==> config.mk <==
export PLATFORM = sky130hd
export DESIGN_NAME = layer_sequencer_flat
export DESIGN_NICKNAME = d
export VERILOG_FILES = /design/src/rtl/layer_sequencer_if.sv /design/src/rtl/layer_sequencer.sv /design/src/flat_wrapper.sv
export SDC_FILE = /design/constraint.sdc
export NUM_CORES = 1
export LEC_CHECK = 0
export CAP_MARGIN = 20
export CORE_MARGIN = 1.5
export CORE_UTILIZATION = 35
export CTS_CLUSTER_DIAMETER = 30
export DETAILED_ROUTE_END_ITERATION = 10
export GPL_ROUTABILITY_DRIVEN = 0
export PLACE_DENSITY = 0.56
export SYNTH_ARGS = -nofsm -noshare
export SYNTH_HDL_FRONTEND = slang
export SYNTH_SLANG_ARGS = --single-unit
==> constraint.sdc <==
create_clock -name clk -period 6 [get_ports clk]
set_input_delay 1.2 -clock clk [delete_from_list [all_inputs] [get_ports clk]]
set_output_delay 1.2 -clock clk [all_outputs]
set_load 0.01 [all_outputs]
==> src/rtl/layer_sequencer_if.sv <==
// ============================================================================
// layer_sequencer_if
// Controller handshake, layer configuration and neuron/weight memory ports.
// Revision: 1.0
// ============================================================================
`default_nettype none

interface layer_sequencer_if;
  logic               start;
  logic [11:0]        in_base;
  logic [11:0]        out_base;
  logic [11:0]        n_in;
  logic [11:0]        n_out;
  logic [15:0]        w_base;
  logic               relu_en;
  logic               busy;
  logic               done;
  logic [11:0]        neuron_rd_addr;
  logic signed [15:0] neuron_rd_data;
  logic [15:0]        weight_addr;
  logic signed [15:0] weight_rd_data;
  logic               wr_en;
  logic [11:0]        wr_addr;
  logic signed [15:0] wr_data;

  modport master (
    output start, in_base, out_base, n_in, n_out, w_base, relu_en,
    output neuron_rd_data, weight_rd_data,
    input  busy, done, neuron_rd_addr, weight_addr, wr_en, wr_addr, wr_data
  );

  modport slave (
    input  start, in_base, out_base, n_in, n_out, w_base, relu_en,
    input  neuron_rd_data, weight_rd_data,
    output busy, done, neuron_rd_addr, weight_addr, wr_en, wr_addr, wr_data
  );
endinterface

`default_nettype wire

==> src/rtl/layer_sequencer.sv <==
// ============================================================================
// layer_sequencer
// Runs one fully-connected layer: read, signed MAC, scale/saturate/ReLU, write.
// Revision: 1.0
// ============================================================================
`default_nettype none

module layer_sequencer #(
  parameter int FRAC_BITS = 8,
  parameter int ACC_W     = 40
) (
  input  logic             clk,
  input  logic             reset,
  layer_sequencer_if.slave bus
);

  localparam logic [2:0] S_IDLE  = 3'd0;
  localparam logic [2:0] S_ISSUE = 3'd1;
  localparam logic [2:0] S_DRAIN = 3'd2;
  localparam logic [2:0] S_WRITE = 3'd3;
  localparam logic [2:0] S_DONE  = 3'd4;

  localparam logic signed [ACC_W-1:0] SAT_MAX = ACC_W'(32767);
  localparam logic signed [ACC_W-1:0] SAT_MIN = -ACC_W'(32768);

  logic [2:0]              state_q, state_d;
  logic [11:0]             k_q, k_d;
  logic [11:0]             j_q, j_d;
  logic [11:0]             in_base_q, in_base_d;
  logic [11:0]             out_base_q, out_base_d;
  logic [11:0]             n_in_q, n_in_d;
  logic [11:0]             n_out_q, n_out_d;
  logic                    relu_q, relu_d;
  logic signed [ACC_W-1:0] acc_q, acc_d;
  logic [11:0]             nrd_addr_q, nrd_addr_d;
  logic [15:0]             w_addr_q, w_addr_d;
  logic                    wr_en_q, wr_en_d;
  logic [11:0]             wr_addr_q, wr_addr_d;
  logic signed [15:0]      wr_data_q, wr_data_d;

  logic signed [31:0]      product;
  logic signed [ACC_W-1:0] product_ext;
  logic signed [ACC_W-1:0] bias_ext;
  logic signed [ACC_W-1:0] acc_final;
  logic signed [ACC_W-1:0] scaled;
  logic signed [15:0]      result;

  // Post-bias accumulator, scaled back to integer, saturated, optional ReLU
  always_comb begin
    product     = bus.neuron_rd_data * bus.weight_rd_data;
    product_ext = {{(ACC_W-32){product[31]}}, product};
    bias_ext    = {{(ACC_W-16){bus.weight_rd_data[15]}}, bus.weight_rd_data} <<< FRAC_BITS;
    acc_final   = acc_q + bias_ext;
    scaled      = acc_final >>> FRAC_BITS;
    if (scaled > SAT_MAX) begin
      result = 16'sh7FFF;
    end else if (scaled < SAT_MIN) begin
      result = 16'sh8000;
    end else begin
      result = scaled[15:0];
    end
    if (relu_q && result[15]) begin
      result = '0;
    end
  end

  always_comb begin
    state_d    = state_q;
    k_d        = k_q;
    j_d        = j_q;
    in_base_d  = in_base_q;
    out_base_d = out_base_q;
    n_in_d     = n_in_q;
    n_out_d    = n_out_q;
    relu_d     = relu_q;
    acc_d      = acc_q;
    nrd_addr_d = nrd_addr_q;
    w_addr_d   = w_addr_q;
    wr_en_d    = 1'b0;
    wr_addr_d  = wr_addr_q;
    wr_data_d  = wr_data_q;

    case (state_q)
      S_IDLE: begin
        if (bus.start) begin
          in_base_d  = bus.in_base;
          out_base_d = bus.out_base;
          n_in_d     = bus.n_in;
          n_out_d    = bus.n_out;
          relu_d     = bus.relu_en;
          k_d        = '0;
          j_d        = '0;
          acc_d      = '0;
          nrd_addr_d = bus.in_base;
          w_addr_d   = bus.w_base;
          state_d    = (bus.n_in == 12'd0 || bus.n_out == 12'd0) ? S_DONE : S_ISSUE;
        end
      end
      S_ISSUE: begin
        // Data returning in ISSUE cycle k belongs to input k-1
        if (k_q != 12'd0) begin
          acc_d = acc_q + product_ext;
        end
        // Bias address + 1 is the next neuron's first weight address
        w_addr_d = w_addr_q + 16'd1;
        if (k_q == n_in_q) begin
          state_d = S_DRAIN;
        end else begin
          k_d = k_q + 12'd1;
          if (k_q + 12'd1 != n_in_q) begin
            nrd_addr_d = nrd_addr_q + 12'd1;
          end
        end
      end
      S_DRAIN: begin
        acc_d     = acc_final;
        wr_en_d   = 1'b1;
        wr_addr_d = out_base_q + j_q;
        wr_data_d = result;
        state_d   = S_WRITE;
      end
      S_WRITE: begin
        if (j_q == n_out_q - 12'd1) begin
          state_d = S_DONE;
        end else begin
          j_d        = j_q + 12'd1;
          k_d        = '0;
          acc_d      = '0;
          nrd_addr_d = in_base_q;
          state_d    = S_ISSUE;
        end
      end
      S_DONE: begin
        state_d = S_IDLE;
      end
      default: begin
        state_d = S_IDLE;
      end
    endcase
  end

  always_ff @(posedge clk or negedge reset) begin
    if (!reset) begin
      state_q    <= S_IDLE;
      k_q        <= '0;
      j_q        <= '0;
      in_base_q  <= '0;
      out_base_q <= '0;
      n_in_q     <= '0;
      n_out_q    <= '0;
      relu_q     <= 1'b0;
      acc_q      <= '0;
      nrd_addr_q <= '0;
      w_addr_q   <= '0;
      wr_en_q    <= 1'b0;
      wr_addr_q  <= '0;
      wr_data_q  <= '0;
    end else begin
      state_q    <= state_d;
      k_q        <= k_d;
      j_q        <= j_d;
      in_base_q  <= in_base_d;
      out_base_q <= out_base_d;
      n_in_q     <= n_in_d;
      n_out_q    <= n_out_d;
      relu_q     <= relu_d;
      acc_q      <= acc_d;
      nrd_addr_q <= nrd_addr_d;
      w_addr_q   <= w_addr_d;
      wr_en_q    <= wr_en_d;
      wr_addr_q  <= wr_addr_d;
      wr_data_q  <= wr_data_d;
    end
  end

  assign bus.busy           = (state_q != S_IDLE);
  assign bus.done           = (state_q == S_DONE);
  assign bus.neuron_rd_addr = nrd_addr_q;
  assign bus.weight_addr    = w_addr_q;
  assign bus.wr_en          = wr_en_q;
  assign bus.wr_addr        = wr_addr_q;
  assign bus.wr_data        = wr_data_q;

endmodule

`default_nettype wire
==> src/flat_wrapper.sv <==
// flat-port wrapper written by rule: the top's interface ports become plain ports
module layer_sequencer_flat 
#(
  parameter int FRAC_BITS = 8,
  parameter int ACC_W     = 40
)
  (clk, reset, bus_start, bus_in_base, bus_out_base, bus_n_in, bus_n_out, bus_w_base, bus_relu_en, bus_neuron_rd_data, bus_weight_rd_data, bus_busy, bus_done, bus_neuron_rd_addr, bus_weight_addr, bus_wr_en, bus_wr_addr, bus_wr_data);
  layer_sequencer_if bus_i ();
  input  logic clk;
  input  logic reset;
  input wire logic [$bits(bus_i.start)-1:0] bus_start;
  input wire logic [$bits(bus_i.in_base)-1:0] bus_in_base;
  input wire logic [$bits(bus_i.out_base)-1:0] bus_out_base;
  input wire logic [$bits(bus_i.n_in)-1:0] bus_n_in;
  input wire logic [$bits(bus_i.n_out)-1:0] bus_n_out;
  input wire logic [$bits(bus_i.w_base)-1:0] bus_w_base;
  input wire logic [$bits(bus_i.relu_en)-1:0] bus_relu_en;
  input wire logic [$bits(bus_i.neuron_rd_data)-1:0] bus_neuron_rd_data;
  input wire logic [$bits(bus_i.weight_rd_data)-1:0] bus_weight_rd_data;
  output wire logic [$bits(bus_i.busy)-1:0] bus_busy;
  output wire logic [$bits(bus_i.done)-1:0] bus_done;
  output wire logic [$bits(bus_i.neuron_rd_addr)-1:0] bus_neuron_rd_addr;
  output wire logic [$bits(bus_i.weight_addr)-1:0] bus_weight_addr;
  output wire logic [$bits(bus_i.wr_en)-1:0] bus_wr_en;
  output wire logic [$bits(bus_i.wr_addr)-1:0] bus_wr_addr;
  output wire logic [$bits(bus_i.wr_data)-1:0] bus_wr_data;
  assign bus_i.start = bus_start;
  assign bus_i.in_base = bus_in_base;
  assign bus_i.out_base = bus_out_base;
  assign bus_i.n_in = bus_n_in;
  assign bus_i.n_out = bus_n_out;
  assign bus_i.w_base = bus_w_base;
  assign bus_i.relu_en = bus_relu_en;
  assign bus_i.neuron_rd_data = bus_neuron_rd_data;
  assign bus_i.weight_rd_data = bus_weight_rd_data;
  assign bus_busy = bus_i.busy;
  assign bus_done = bus_i.done;
  assign bus_neuron_rd_addr = bus_i.neuron_rd_addr;
  assign bus_weight_addr = bus_i.weight_addr;
  assign bus_wr_en = bus_i.wr_en;
  assign bus_wr_addr = bus_i.wr_addr;
  assign bus_wr_data = bus_i.wr_data;
  layer_sequencer #(.FRAC_BITS(FRAC_BITS), .ACC_W(ACC_W)) u_core (.clk(clk), .reset(reset), .bus(bus_i));
endmodule
==> results by group <==
Routing
  – Routed vias: 19700
  – Wirelength per Cell: 17.4 um
  – DR iter-0 viols: 1221
  – WL final: 68.1 mm
  – Router iterations before antenna repair: 8
  – Vias/cell: 5.05
  – Post-route ant nets: 0
  – DRC errors left: 0

Clocking
  – Clock buffer depth: 2
  – CTS Buf Count: 17
  – Clock Sinks: 173
  – Clk_lat worst skew: 0.45 ns
  – Clock root cell: clkbuf_16
  – Worst-path clk slew: 0.07 ns
  – CTS H-Tree Depth: 4
  – CTS tree: done

Floorplanning
  – Die height: 260 um
  – Die Width: 260 um
  – Initial core utilization: 35.6%
  – Core region area: 0.0648 sq mm
  – Die area: 0.0674 sq mm
  – I/O Pins: 159
  – # rows: 93

Setup path
  – Startpoint Class: input port
  – Critical path buffers and inverters: 6
  – R2R cell count: 21
  – CP Capture Type: flop
  – Worst R2R Setup Slack: 0.29 ns
  – Most frequent CP cell: fa_1
  – Delay-heaviest family, CP: adder cells
  – Worst-path maximum fanout: 4
  – CP Class: input port to flop
  – Worst Path Required: 6.30 ns
  – Master of the slowest instance on the critical path: fa_1
  – CP peak stage delay: 0.56 ns
  – RR Startpoint: u_core.acc_q[15]
  – Crit path arrival time: 7.22 ns
  – Capture point of the worst reg-to-reg path: u_core.acc_q[36]

STA
  – Final critical-path setup slack: -0.914 ns
  – Setup TNS: -15.61 ns
  – Rel. slew slack: 31.3%
  – Fin. max-slew vios: 0
  – Worst slew pin tran: 1.03 ns
  – Crit share post-route: 115%
  – Achievable Freq: 145 MHz
  – RSZ-0062 raised after global routing: true
  – Clk_skew: 0.00914 ns
  – Final Hold Fails: 0
  – Final setup viols: 26
  – Min cycle time layout: 6.91 ns

Hold path
  – Hold Crit Start: u_core.in_base_q[5]
  – Hold worst-path end: u_core.in_base_q[5]
  – Hold depth: 2
  – Hold Crit Class: flop to flop

Logic synthesis
  – Post-synthesis average cell area: 8.71 sq um
  – Synth top cells by count: inv_1 (442), nand2_1 (414), fa_1 (332), dfrtp_1 (173), ha_1 (163)
  – Post-synthesis sequential area ratio: 18.8%
  – Post-Syn Area: 0.0230 sq mm
  – Post-synth top area cell: fa_1
  – Synth Flop Type: dfrtp_1
  – Syn_nets: 3240
  – Total number of yosys warnings: 0
  – Synth area leaders: fa_1 (29%), dfrtp_1 (19%), ha_1 (8.9%), inv_1 (7.2%), nand2_1 (6.7%)
  – Mapped Cells: 2645
  – FFs w/ async S/R, synth: 100%
  – EDFF count, synth: 0
  – Yosys cell types: 72
  – Synth Register Bits: 173
  – Count leader, synth: inv_1
  – Share of the synthesized area in the top cell type: 28.8%

Place
  – Dpl cell area: 0.0276 sq mm
  – Detailed Place HPWL: 52.2 mm
  – PortBufs: 158
  – Post-Place Setup Slack: -1.96 ns

Final layout
  – Nets: 3636
  – Layout cells sized above 1: 21.5%
  – P&R area growth vs syn: 31.2%
  – Antenna Cells: 0
  – Finished Cell Area: 0.0302 sq mm
  – # fillers: 6100

Global route
  – Global Route Usage Sum: 20.8%
  – Vias in the first global route: 20700
  – Antenna violations before repair: 0
  – Global-route wire length before repair: 112 mm
  – Largest net degree at the start of global routing: 101
  – Global route overflow: 0

Run status
  – Outcome: finished, violations left
  – Failing checks: negative setup slack

Flow run
  – Max Cap Viol: 0
-- kinds of logic after synthesis --
kind of cell / share of synthesized area (%)
AOI/OAI and AO/OA: 12.1
xor gates and xnor gates: 4.94
adders and majority gates: 37.7
buffers and inverters: 8.99
DFF: 18.8
muxes: 0.0923
and+or+nand+nor: 17.4
-- worst max path at each step --
stage                           startpoint               end  slack [ns]  depth (start not counted)
finish              bus_weight_rd_data[11]  u_core.acc_q[36]       -0.91                         25
global route        bus_weight_rd_data[12]  u_core.acc_q[39]       -1.11                         26
CTS                  bus_weight_rd_data[5]  u_core.acc_q[39]       -0.98                         29
detailed placement  bus_weight_rd_data[15]  u_core.acc_q[36]       -1.96                         26
global placement    bus_weight_rd_data[15]  u_core.acc_q[39]       -1.92                         26
floorplan           bus_neuron_rd_data[15]  u_core.acc_q[36]       -1.13                         26
-- registers in the layout, summed over array words and instances (netlist names), 12 cells and up --
signal	cells
u_core.k_q	12
u_core.n_out_q	12
u_core.bus.weight_addr	16
u_core.acc_q	40
u_core.bus.wr_addr	12
u_core.in_base_q	12
u_core.j_q	12
u_core.bus.wr_data	16
u_core.out_base_q	12
u_core.n_in_q	12
u_core.bus.neuron_rd_addr	12
-- cells in the final DEF, fill, tap and decap left out, drive strengths merged, types with 11 or more instances in the layout --
| cell | count |
|---|---|
| inv | 449 |
| nand2 | 414 |
| buf | 346 |
| fa | 332 |
| dfrtp | 173 |
| ha | 163 |
| nor2 | 145 |
| and2 | 128 |
| clkdlybuf4s50 | 125 |
| a21oi | 117 |
| o21ai | 99 |
| xnor2 | 70 |
| xor2 | 60 |
| a21o | 41 |
| nand3 | 28 |
| and3 | 28 |
| nor3 | 27 |
| clkbuf | 26 |
| a31oi | 24 |
| a211oi | 24 |
| nand4 | 22 |
| a22oi | 19 |
| nor4 | 17 |
| o211ai | 15 |
| nor2b | 12 |
| o21a | 11 |
-- per-stage QoR --
step                util [%]  instances  hold WS, ns
floorplan                  -       2645        0.438
global placement        42.6       3783        0.455
detailed placement      42.6       3783        0.456
CTS                     45.8       3888        0.476
global route            46.6       3909        0.497
finish                  46.6       3909        0.471
-- tightest hold or removal path, cell delays in order (launching register included) --
cell and delay, ns:
dfrtp_1 0.34, nand2_1 0.05, nand2_1 0.05
-- what timing repair did --
item,CTS,global route
hold buffers,0,0
setup buffers,61,37
gates cloned,13,0
gates resized for setup,278,203
setup endpoints to repair,30,30
pin swaps,167,191
-- per-layer routing --
metal	global-route usage (%)	routed length, um	vias to the layer above
li1	-	-	9278
met1	28.2	30800	9861
met2	34.4	32500	478
met3	2.75	3000	115
met4	6.38	1880	0
met5	0	0	-
-- layout make-up --
cell class              count  area, sq um  area share (%)
multi-input cells        1926        17700            58.7
well taps                 855         1070            3.54
inverters                 442         1670            5.51
flip-flops and latches    173         4330            14.3
clock inverters            12          120           0.397
clock buffers              20          467            1.54
repair buffers            481         4850            16.0
Power is left out: the tool's default activity adds up to more than one toggle a clock period on the data nets, which glitch-free logic cannot reach.
